File: config.mk
export PLATFORM = sky130hd
export DESIGN_NAME = call_ret_sequencer
export DESIGN_NICKNAME = d
export VERILOG_FILES = /design/src/rtl/call_ret_sequencer.sv
export SDC_FILE = /design/constraint.sdc
export NUM_CORES = 1
export LEC_CHECK = 0
export ABC_AREA = 1
export ABC_CLOCK_PERIOD_IN_PS = 1550
export BUFFER_PORTS_ARGS = -buffer_cell sky130_fd_sc_hd__buf_2
export CAP_MARGIN = 0
export CORE_AREA = 3 3 105 107
export DETAILED_ROUTE_END_ITERATION = 10
export DIE_AREA = 0 0 108 110
export PLACE_DENSITY = 0.8
export SLEW_MARGIN = 15
export SYNTH_ARGS = -nofsm -noshare
export SYNTH_HDL_FRONTEND = slang
export SYNTH_SLANG_ARGS = --single-unit
File: constraint.sdc
create_clock -name clk -period 1.55 [get_ports clk]
set_clock_uncertainty 0.1 [all_clocks]
set_input_delay 0.31 -clock clk [delete_from_list [all_inputs] [get_ports clk]]
set_output_delay 0.31 -clock clk [all_outputs]
set_load 0.05 [all_outputs]
File: src/rtl/call_ret_sequencer.sv
// Initiator-side sequencer for a hardware return-address stack: turns CALL/RET
// requests into single push/pop strobes and hands the resolved PC to fetch.
module call_ret_sequencer #(
  parameter int DEPTH  = 16,
  parameter int ADDR_W = 32,
  parameter int CNT_W  = 5
) (
  input  logic              clk,
  input  logic              rst_n,
  input  logic              call_req,
  input  logic              ret_req,
  input  logic [ADDR_W-1:0] pc_plus1,
  input  logic [ADDR_W-1:0] call_target,
  output logic              busy,
  output logic              done,
  output logic              pc_load,
  output logic [ADDR_W-1:0] next_pc,
  output logic              err_ovf,
  output logic              err_unf,
  output logic [CNT_W-1:0]  depth,
  output logic              stk_write_en,
  output logic              stk_read_en,
  output logic [ADDR_W-1:0] stk_data_in,
  input  logic [ADDR_W-1:0] stk_data_out
);

  typedef enum logic [2:0] {
    S_IDLE,
    S_PUSH,
    S_POP,
    S_POP_WAIT,
    S_FINISH,
    S_ERR
  } state_t;

  localparam logic [CNT_W-1:0] FULL = CNT_W'(DEPTH);

  state_t            state_q;
  logic [CNT_W-1:0]  depth_q;
  logic [ADDR_W-1:0] target_q;
  logic [ADDR_W-1:0] next_pc_q;
  logic [ADDR_W-1:0] data_in_q;
  logic              done_q;
  logic              pc_load_q;
  logic              err_ovf_q;
  logic              err_unf_q;
  logic              wr_q;
  logic              rd_q;

  // Every output is a register; strobes and pulses are set on entry to the
  // state in which they must be visible, and cleared by default afterwards.
  always_ff @(posedge clk or negedge rst_n) begin
    if (!rst_n) begin
      state_q   <= S_IDLE;
      depth_q   <= '0;
      target_q  <= '0;
      next_pc_q <= '0;
      data_in_q <= '0;
      done_q    <= 1'b0;
      pc_load_q <= 1'b0;
      err_ovf_q <= 1'b0;
      err_unf_q <= 1'b0;
      wr_q      <= 1'b0;
      rd_q      <= 1'b0;
    end else begin
      done_q    <= 1'b0;
      pc_load_q <= 1'b0;
      err_ovf_q <= 1'b0;
      err_unf_q <= 1'b0;
      wr_q      <= 1'b0;
      rd_q      <= 1'b0;
      data_in_q <= '0;
      case (state_q)
        S_IDLE: begin
          // CALL has priority; a simultaneous RET is simply dropped.
          if (call_req) begin
            if (depth_q == FULL) begin
              state_q   <= S_ERR;
              done_q    <= 1'b1;
              err_ovf_q <= 1'b1;
            end else begin
              state_q   <= S_PUSH;
              target_q  <= call_target;
              data_in_q <= pc_plus1;
              wr_q      <= 1'b1;
            end
          end else if (ret_req) begin
            if (depth_q == '0) begin
              state_q   <= S_ERR;
              done_q    <= 1'b1;
              err_unf_q <= 1'b1;
            end else begin
              state_q <= S_POP;
              rd_q    <= 1'b1;
            end
          end
        end
        S_PUSH: begin
          depth_q   <= depth_q + 1'b1;
          next_pc_q <= target_q;
          done_q    <= 1'b1;
          pc_load_q <= 1'b1;
          state_q   <= S_FINISH;
        end
        S_POP: begin
          depth_q <= depth_q - 1'b1;
          state_q <= S_POP_WAIT;
        end
        S_POP_WAIT: begin
          // Stack data_out is registered, so it is valid one cycle after the read strobe.
          next_pc_q <= stk_data_out;
          done_q    <= 1'b1;
          pc_load_q <= 1'b1;
          state_q   <= S_FINISH;
        end
        S_FINISH: state_q <= S_IDLE;
        S_ERR:    state_q <= S_IDLE;
        default:  state_q <= S_IDLE;
      endcase
    end
  end

  assign busy         = (state_q != S_IDLE);
  assign done         = done_q;
  assign pc_load      = pc_load_q;
  assign next_pc      = next_pc_q;
  assign err_ovf      = err_ovf_q;
  assign err_unf      = err_unf_q;
  assign depth        = depth_q;
  assign stk_write_en = wr_q;
  assign stk_read_en  = rd_q;
  assign stk_data_in  = data_in_q;

endmodule

## Word level (Yosys, flattened, before mapping)

Index checks and enable logic that the tools add are counted.

| storage, ports and cells | value |
|---|---|
| register bits after elaboration | 110 |
| bits of input ports | 100 |
| output and inout port bits | 76 |
| word-level logic and storage cells | 53 |

| cells by class | value |
|---|---|
| add/subtract/negate cells | 2 |
| eq/ne operators | 5 |
| mux-type cells | 27 |
| bitwise logic cells | 1 |
| reductions and logical operators | 7 |

Operators by type and width:

| operator | number |
|---|---|
| two-way mux 32 bit | 3 |
| case mux 32 bit (2 select lines) | 1 |
| two-way mux 1 bit | 16 |
| two-way mux 3 bit | 4 |
| case mux 5 bit (2 select lines) | 1 |
| case mux 3 bit (3 select lines) | 1 |
| equality test 3 x 2 -> 1 bit, second input constant | 2 |
| adder 5 x 1 -> 5 bit, second input constant | 1 |
| equality test 5 bit, second input constant | 1 |
| logical NOT 5 bit | 1 |
| subtractor 5 x 1 -> 5 bit, second input constant | 1 |
| nonzero test 2 bit | 2 |
| equality test 3 x 1 -> 1 bit, second input constant | 1 |
| logical NOT 3 bit | 1 |
| != test 3 bit, second input constant | 1 |
| AND reduction 3 bit | 1 |
| nonzero test 3 bit | 1 |
| case mux 1 bit (2 select lines) | 1 |
| OR reduction 2 bit | 1 |
| inverter 1 bit | 1 |

## Longest topological paths before layout

Gate-level depths: netlist (run 1).

| depth | value |
|---|---|
| depth in word-level cells | 5 |
| mapped depth | 14 |
| mapped depth without buffers | 14 |

## Least setup slack after synthesis (run 1)

No wires, ideal clock.

| timing path | value |
|---|---|
| kind | reg-to-reg |
| start | register depth_q[1] (netlist: depth[1]) |
| end | register depth_q[4] (netlist: depth[4]) |
| setup time | 118 ps |
| arrival time | 1515 ps |
| data required time | 1332 ps |
| setup slack | -183 ps |
| stages on the path, launching flop included | 13 |
| clock period less this slack | 1733 ps |
| cell sequence | dfrtp_1 nand3_1 nand2_1 inv_1 ha_1 inv_1 nand2_1 nand3_1 nand2_1 nand2_1 nand2_1 nand2_1 nand2_1 |

| on the way | value |
|---|---|
| cells in the longest elaborated chain, start to end | 2 |

Ends and longest elaborated chain:

| item | line | source |
|---|---|---|
| start: declaration | 39 | `logic [CNT_W-1:0] depth_q;` |
| start signal: assignment | 99 | `depth_q <= depth_q + 1'b1;` |
| start signal: assignment | 106 | `depth_q <= depth_q - 1'b1;` |
| subtractor 5 x 1 -> 5 bit / adder 5 x 1 -> 5 bit (equally long branches) | 106, 99 |  |
| case mux 5 bit (2 select lines) (*) | 73 | `case (state_q)` |

Every way passes the cells marked *; elsewhere a longest branch is shown, timed or not.
A chain may end at the register's enable or synchronous reset.

## Worst setup path after layout (run 1)

| timing path | value |
|---|---|
| start | register state_q[2] |
| end | register target_q[7] |

| on the way | value |
|---|---|
| cells in the longest elaborated chain, start to end | 2 |

Ends and longest elaborated chain:

| item | line | source |
|---|---|---|
| start: declaration | 38 | `state_t state_q;` |
| start signal: assignment | 54 | `state_q <= S_IDLE;` |
| start signal: assignment | 78 | `state_q <= S_ERR;` |
| start signal: assignment | 82 | `state_q <= S_PUSH;` |
| logical NOT 3 bit | 73 |  |
| AND reduction 3 bit (no source line) | -- |  |
| end signal: assignment | 83 | `target_q <= call_target;` |
| end: declaration | 40 | `logic [ADDR_W-1:0] target_q;` |

Every way passes these cells.

==> impl_metrics.json, run 1 <==
{
  "status": "finished, violations left",
  "violations": "negative setup slack",
  "ioPinCount": 176,
  "initial_core_util_pct": 42.45,
  "cp-start-kind": "register",
  "htreeDepth": 3,
  "critPathMaxStageDelay_ps": 430,
  "chipWidth_um": 108,
  "p_leak_nw": 3.713,
  "comb_power_share_pct": 55.6,
  "relSlewSlack_pct": 78.41,
  "period_share_pct": 112.8,
  "drive_above_1_share_pct": 46.63,
  "ys_types": 20,
  "synth_top_cell_by_area": "dfrtp_1",
  "wl_per_cell_um": 15.56,
  "synth_area_mm2": 0.004343,
  "nets": 808,
  "cts_tree": "built",
  "area_delta_synth_final_pct": 51.86,
  "grt_max_degree": 57,
  "tightest_slew_ps": 321.4,
  "synthCells": 497,
  "ys.flop_type": "dfrtp_1",
  "grt_setup_unrepaired": "yes",
  "endpoint_kind": "register",
  "grt_pass1_wl_um": 17800,
  "cap_violations": 0,
  "fin_crit_ps": 1748,
  "crit_fanout": 10,
  "yosysSeqAreaShare_pct": 63.38,
  "cts.reportedPaths.clkPinSlew_ps": 110,
  "grt_antenna_before_repair": 0,
  "synth_top_area_share_pct": 63.38,
  "power.total_w": 0.01427,
  "port_buffers": 175,
  "syn-num-nets": 598,
  "drtIter0Drc": 223,
  "dieArea_mm2": 0.01188,
  "max_freq_mhz": 572.2,
  "via_per_inst": 4.731,
  "antenna_left": 0,
  "ys_async_sr_fraction_pct": 100.0,
  "startpoint": "state_q[2]$_DFFE_PN0P_",
  "die_y_um": 110,
  "totalWireLength_um": 13190,
  "final_util_pct": 64.46,
  "worstSkewPairLatency_ps": 360,
  "num_rows": 37,
  "min_path_type": "input pin to register",
  "p_per_area_mw_per_mm2": 2163,
  "dp_slack_ps": -153.1,
  "dr.pass1.iters": 4,
  "cts_made_buffers": 9,
  "diodes": 0,
  "synth.area.top_cells": "dfrtp_1 (63%), nand2_1 (19%), nand3_1 (4.4%)",
  "clockBufferDepth": 2,
  "pwr-share-seq_pct": 32.2,
  "worstHoldStart": "call_target[9]",
  "cp_slowest_cell": "dfrtp_1",
  "power.switching_w": 0.006825,
  "p_int_w": 0.007443,
  "slew_violations": 0,
  "setup_slack_ps": -197.8,
  "cts_root_buf": "clkbuf_8",
  "critical_path_arrival_ps": 1900,
  "p_clk_share_pct": 12.2,
  "core_area_mm2": 0.01023,
  "required_ps": 1700,
  "hold_slack_ps": 40.63,
  "drc": 0,
  "reg2reg_from": "state_q[2]$_DFFE_PN0P_",
  "hold_viol_final": 0,
  "peakVddDrop_mv": 0.9202,
  "grt_pass1_vias": 3854,
  "path_common_cell": "nor2_4",
  "hpwl_um": 7854,
  "crit_chain": "nor2_4 -> inv_2 -> nor2_4 -> inv_6 -> buf_6 -> nor2_4 -> buf_12 -> inv_16 -> clkbuf_16 -> nand2_2 -> nand2_1",
  "setup-violations-final": 87,
  "n_fill_cell": 813,
  "ys_ff_latch": 110,
  "ys_warn_count": 0,
  "syn_area_per_cell_um2": 8.738,
  "worstSetupPathType": "register to register",
  "gp_congestion": 0.8974,
  "synth_edf_count": 0,
  "grt.overflow.total": 0,
  "gr-usage-all-layers_pct": 19.38,
  "via_count": 4012,
  "clkSinkCount": 110,
  "swShare_pct": 47.84
}
-- metal layers --
layer	wire [um]	global-route usage, %	share of wire [%]
met5	0	0	0
met4	178	7.394	1.3
met3	1105	5.009	8.4
met2	7037	34.81	53
met1	4870	22.25	37
-- through the flow --
step                std cells  cell area (um^2)  TNS (ps)
floorplan                 497              4383    -344.5
global placement          809              5560    -87.23
detailed placement        809              5560     -2228
CTS                       831              5946     -8951
global route              848              6595    -16870
finish                    848              6595     -9799
-- critical path, delay by kind of cell, from the launching register on --
family / cells / cell delay [ps]
buffers and inverters: 6 / 600
DFF: 1 / 430
and+or+nand+nor: 5 / 510
-- kinds of logic after synthesis --
kind of cell,synth area share [%]
simple gates,28.61
compound gates,0.6912
xor+xnor,0.6051
flops,63.38
buf+inv,6.424
fa+ha+maj,0.2881
-- layout make-up --
type / instances / area [um^2] / area share (%)
Clock buffer: 10 / 137.6 / 2.087
Timing Repair Buffer: 218 / 1530 / 23.20
Inverter: 51 / 212.7 / 3.225
Clock inverter: 6 / 61.31 / 0.9296
Sequential cell: 110 / 2760 / 41.85
Multi-Input combinational cell: 317 / 1723 / 26.12
Tap cell: 136 / 170.2 / 2.580
-- timing repair --
item	4_1_cts	5_1_grt
endpoints found under the hold margin	110	0
setup buffers	4	10
gates cloned	2	8
gates resized for setup	29	117
hold buffers	1	0
pin swaps	4	13
setup endpoints to repair	67	102
-- power groups by stage --
| stage | Clock (W) | Combinational (W) | Sequential (W) |
|---|---|---|---|
| after floorplan | 0 | 0.00226 | 0.00666 |
| after global placement | 0 | 0.00604 | 0.00450 |
| after detailed placement | 0 | 0.00620 | 0.00454 |
| after CTS | 0.00178 | 0.00664 | 0.00450 |
| after global routing | 0.00189 | 0.00852 | 0.00471 |
| final | 0.00174 | 0.00793 | 0.00460 |
-- path summary, 6_finish.rpt --
check,end,slack [ps],depth (start not counted)
worst max-delay path,target_q[7]$_DFFE_PN0P_,-200,11
worst min-delay path,target_q[9]$_DFFE_PN0P_,40,3
worst max register to register,target_q[7]$_DFFE_PN0P_,-200,11
worst min register to register,target_q[10]$_DFFE_PN0P_,380,2
max in group asynchronous,depth[4]$_DFFE_PN0P_,680,3
min in group asynchronous,next_pc[1]$_DFFE_PN0P_,380,3
-- cells in the mapped netlist, types with 2 or more instances --
cell and count:
a21oi_1 2, buf_2 13, clkbuf_1 6, dfrtp_1 110
inv_1 47, inv_2 4, nand2_1 218, nand3_1 38
nand4_1 2, nor2_1 37, nor2_2 3, nor2_4 2
nor3_1 3, o21ai_0 3, or3_1 2, xor2_1 3
-- flip-flops by register name (all words and copies together) (netlist names) --
register / count
state_q: 3
target_q: 32
done: 1
err_ovf: 1
next_pc: 32
stk_data_in: 32
pc_load: 1
stk_write_en: 1
stk_read_en: 1
err_unf: 1
depth: 5
-- layout by cell type, fill, tap and decap left out, types with 4 or more instances in the layout --
cell type | netlist | final
nand2_1 | 218 | 182
buf_2 | 13 | 170
dfrtp_1 | 110 | 104
inv_1 | 47 | 43
nand2_2 | 1 | 33
nor2_4 | 2 | 31
nand3_1 | 38 | 29
buf_4 | 0 | 17
clkbuf_8 | 0 | 10
buf_6 | 0 | 9
nand3_2 | 0 | 8
buf_12 | 0 | 8
inv_2 | 4 | 6
nor2_2 | 3 | 6
clkbuf_16 | 0 | 6
dfrtp_2 | 0 | 6
nor2_1 | 37 | 5
buf_8 | 0 | 5
nand2_4 | 0 | 4
No activity file was read; power rests on OpenSTA's default activity.
==> run 2: changes to the inputs <==
- CORE_AREA: 3 3 105 107 -> 3 3 103 105
- CTS_BUF_LIST: not set -> sky130_fd_sc_hd__clkbuf_4
- DIE_AREA: 0 0 108 110 -> 0 0 106 108
- PLACE_DENSITY: 0.8 -> 0.83
==> run 2 against run 1 <==
  * The run still ends with negative setup slack left
  * Sequential power increased by 2%
  * Wire length increased by 40%
  * Clock power decreased by 29%
  * Global-route usage increased by 9.1 points
  * Cell count increased by 14%
  * Worst hold slack improved by 18 ps
  * Count of clock-buffer cells in the layout increased by 2
  * Fmax decreased by 5.5%
  * Final area increased by 20%
  * Sequential share of layout area decreased by 7.1 points
  * Highest routed layer unchanged
==> impl_metrics.json, run 2 (synthesis results as in run 1) <==
{
  "relSlewSlack_pct": 72.63,
  "grt.overflow.total": 0,
  "grt_pass1_vias": 5158,
  "wl_met1_um": 6108,
  "crit_fanout": 3,
  "power.switching_w": 0.007435,
  "period_share_pct": 119.3,
  "grt_max_degree": 34,
  "wl_per_cell_um": 19.12,
  "cts_made_buffers": 9,
  "grt_setup_unrepaired": "yes",
  "dr.pass1.iters": 6,
  "cts.reportedPaths.clkPinSlew_ps": 150,
  "final_area_mm2": 0.007946,
  "placed_area_mm2": 0.005549,
  "cts_tree": "built",
  "critical_path_arrival_ps": 1440,
  "n_fill_cell": 508,
  "swShare_pct": 48.12,
  "worstSetupPathType": "register to output pin",
  "top_layer": "met4",
  "p_per_area_mw_per_mm2": 1944,
  "fin_crit_ps": 1849,
  "nets": 928,
  "peakVddDrop_mv": 0.9698,
  "via_count": 4906,
  "dieArea_mm2": 0.01145,
  "critPathMaxStageDelay_ps": 450,
  "met3_length_um": 1798,
  "status": "finished, violations left",
  "crit_chain": "nor2_4 -> inv_2 -> nor2_4 -> inv_6 -> buf_8",
  "antenna_left": 0,
  "cap_violations": 0,
  "cts_root_buf": "clkbuf_4",
  "hpwl_um": 8108,
  "violations": "negative setup slack",
  "clkSinkCount": 110,
  "cp_num_buf_inv": 3,
  "tightest_slew_ps": 410.5,
  "r2r_cells": 11,
  "port_buffers": 175,
  "dp_slack_ps": -192.2,
  "chipWidth_um": 106,
  "hold_depth": 3,
  "core_area_mm2": 0.009729,
  "cp_slowest_cell": "dfrtp_1",
  "totalWireLength_um": 18410,
  "min_path_type": "input pin to register",
  "area_delta_synth_final_pct": 82.97,
  "p_leak_nw": 4.239,
  "final_cell_mix": "nand2_1 (181), buf_2 (127), dfrtp_1 (104)",
  "hold_viol_final": 0,
  "worst-path-stages": 5,
  "drive_above_1_share_pct": 42.29,
  "clockBufferDepth": 2,
  "setup_slack_ps": -299.2,
  "ioPinCount": 176,
  "drc": 0,
  "comb_power_share_pct": 61.6,
  "path_common_cell": "nor2_4",
  "initial_core_util_pct": 44.64,
  "p_clk_share_pct": 8.0,
  "max_freq_mhz": 540.8,
  "pwr-share-seq_pct": 30.4,
  "gp_congestion": 0.8386,
  "p_int_w": 0.008015,
  "diodes": 0,
  "grt_pass1_wl_um": 25310,
  "grt_antenna_before_repair": 0,
  "gr-usage-all-layers_pct": 28.51,
  "htreeDepth": 3,
  "num_rows": 36,
  "die_y_um": 108,
  "path_delay_family": "flip-flops",
  "final_common_cell": "nand2_1",
  "drtIter0Drc": 446,
  "slew_violations": 0,
  "cp-start-kind": "register",
  "route.met2.wl_um": 9682,
  "required_ps": 1140,
  "endpoint_kind": "output pin",
  "setup-violations-final": 73,
  "via_per_inst": 5.094,
  "worstSkewPairLatency_ps": 450
}
## run 2: changes by cell type in the layout (fill, tap and decap cells not counted), moves of 10 or more
| cell | change |
|---|---|
| clkbuf_4 | +34 |
| buf_4 | +27 |
| clkbuf_8 | -10 |
| buf_2 | -43 |
| dlygate4sd3_1 | +96 |
## run 2: final timing paths
check                                         start                         to  slack (ps)
max                          state_q[0]$_DFFE_PN0P_                       busy        -300
min                                         ret_req      stk_read_en$_DFF_PN0_          60
max reg2reg                  state_q[0]$_DFFE_PN0P_  stk_data_in[27]$_DFF_PN0_        -280
min reg2reg                target_q[13]$_DFFE_PN0P_   target_q[13]$_DFFE_PN0P_         390
max in group asynchronous                     rst_n  stk_data_in[16]$_DFF_PN0_         580
min in group asynchronous                     rst_n       depth[1]$_DFFE_PN0P_         240
## run 2: what timing repair did
| item | 4_1_cts | 5_1_grt |
|---|---|---|
| pin swaps | 3 | 22 |
| hold buffers | 96 | 1 |
| buffers inserted | 20 | 18 |
| endpoints found under the hold margin | 141 | 1 |
| setup endpoints to repair | 82 | 153 |
| cloned | 10 | 6 |
| gates resized for setup | 65 | 185 |
## run 2: through the flow
stage | setup TNS [ps] | util [%] | hold WS (ps) | instances | power (W)
6_report | -15340 | 81.67 | 58.32 | 963 | 0.01545
5_1_grt | -20400 | 81.67 | 21.23 | 963 | 0.01618
4_1_cts | -13960 | 74.68 | 3.064 | 945 | 0.01358
3_5_place_dp | -1777 | 57.03 | 167.5 | 805 | 0.01069
3_3_place_gp | -99.36 | 57.03 | 162.3 | 805 | 0.01047
2_1_floorplan | -344.5 | - | -85.59 | 497 | 0.008916
## run 2: final cells by class
class                           instances  area [um^2]  share of cell area, %
Tap cell                              133        166.4                  2.094
Timing Repair Buffer                  337         2923                  36.78
Clock inverter                          2        11.26                 0.1417
Sequential cell                       110         2760                  34.73
Inverter                               51        209.0                  2.630
Clock buffer                           12        90.09                  1.134
Multi-Input combinational cell        317         1775                  22.34
Timing Repair inverter                  1        11.26                 0.1417
## run 2: worst reg2reg max path, delay by kind of cell, from the launching register on
kind	cells	cell delay, ps
flip-flops	1	450
buffers and inverters	7	760
AND/OR/NAND/NOR	4	480
## run 2: power groups by stage
stage	logic, W	registers [W]	clock network, W
3_3_place_gp	0.00597	0.00450	0
2_1_floorplan	0.00226	0.00666	0
4_1_cts	0.00783	0.00449	0.00125
5_1_grt	0.00999	0.00479	0.00139
3_5_place_dp	0.00613	0.00456	0
6_report	0.00951	0.00469	0.00124
## run 2: per-layer routing
metal	up-vias	track usage, %
met3	78	7.881
met5	-	0
met4	0	10.92
met1	2336	31.21
li1	2155	-
met2	337	52.69
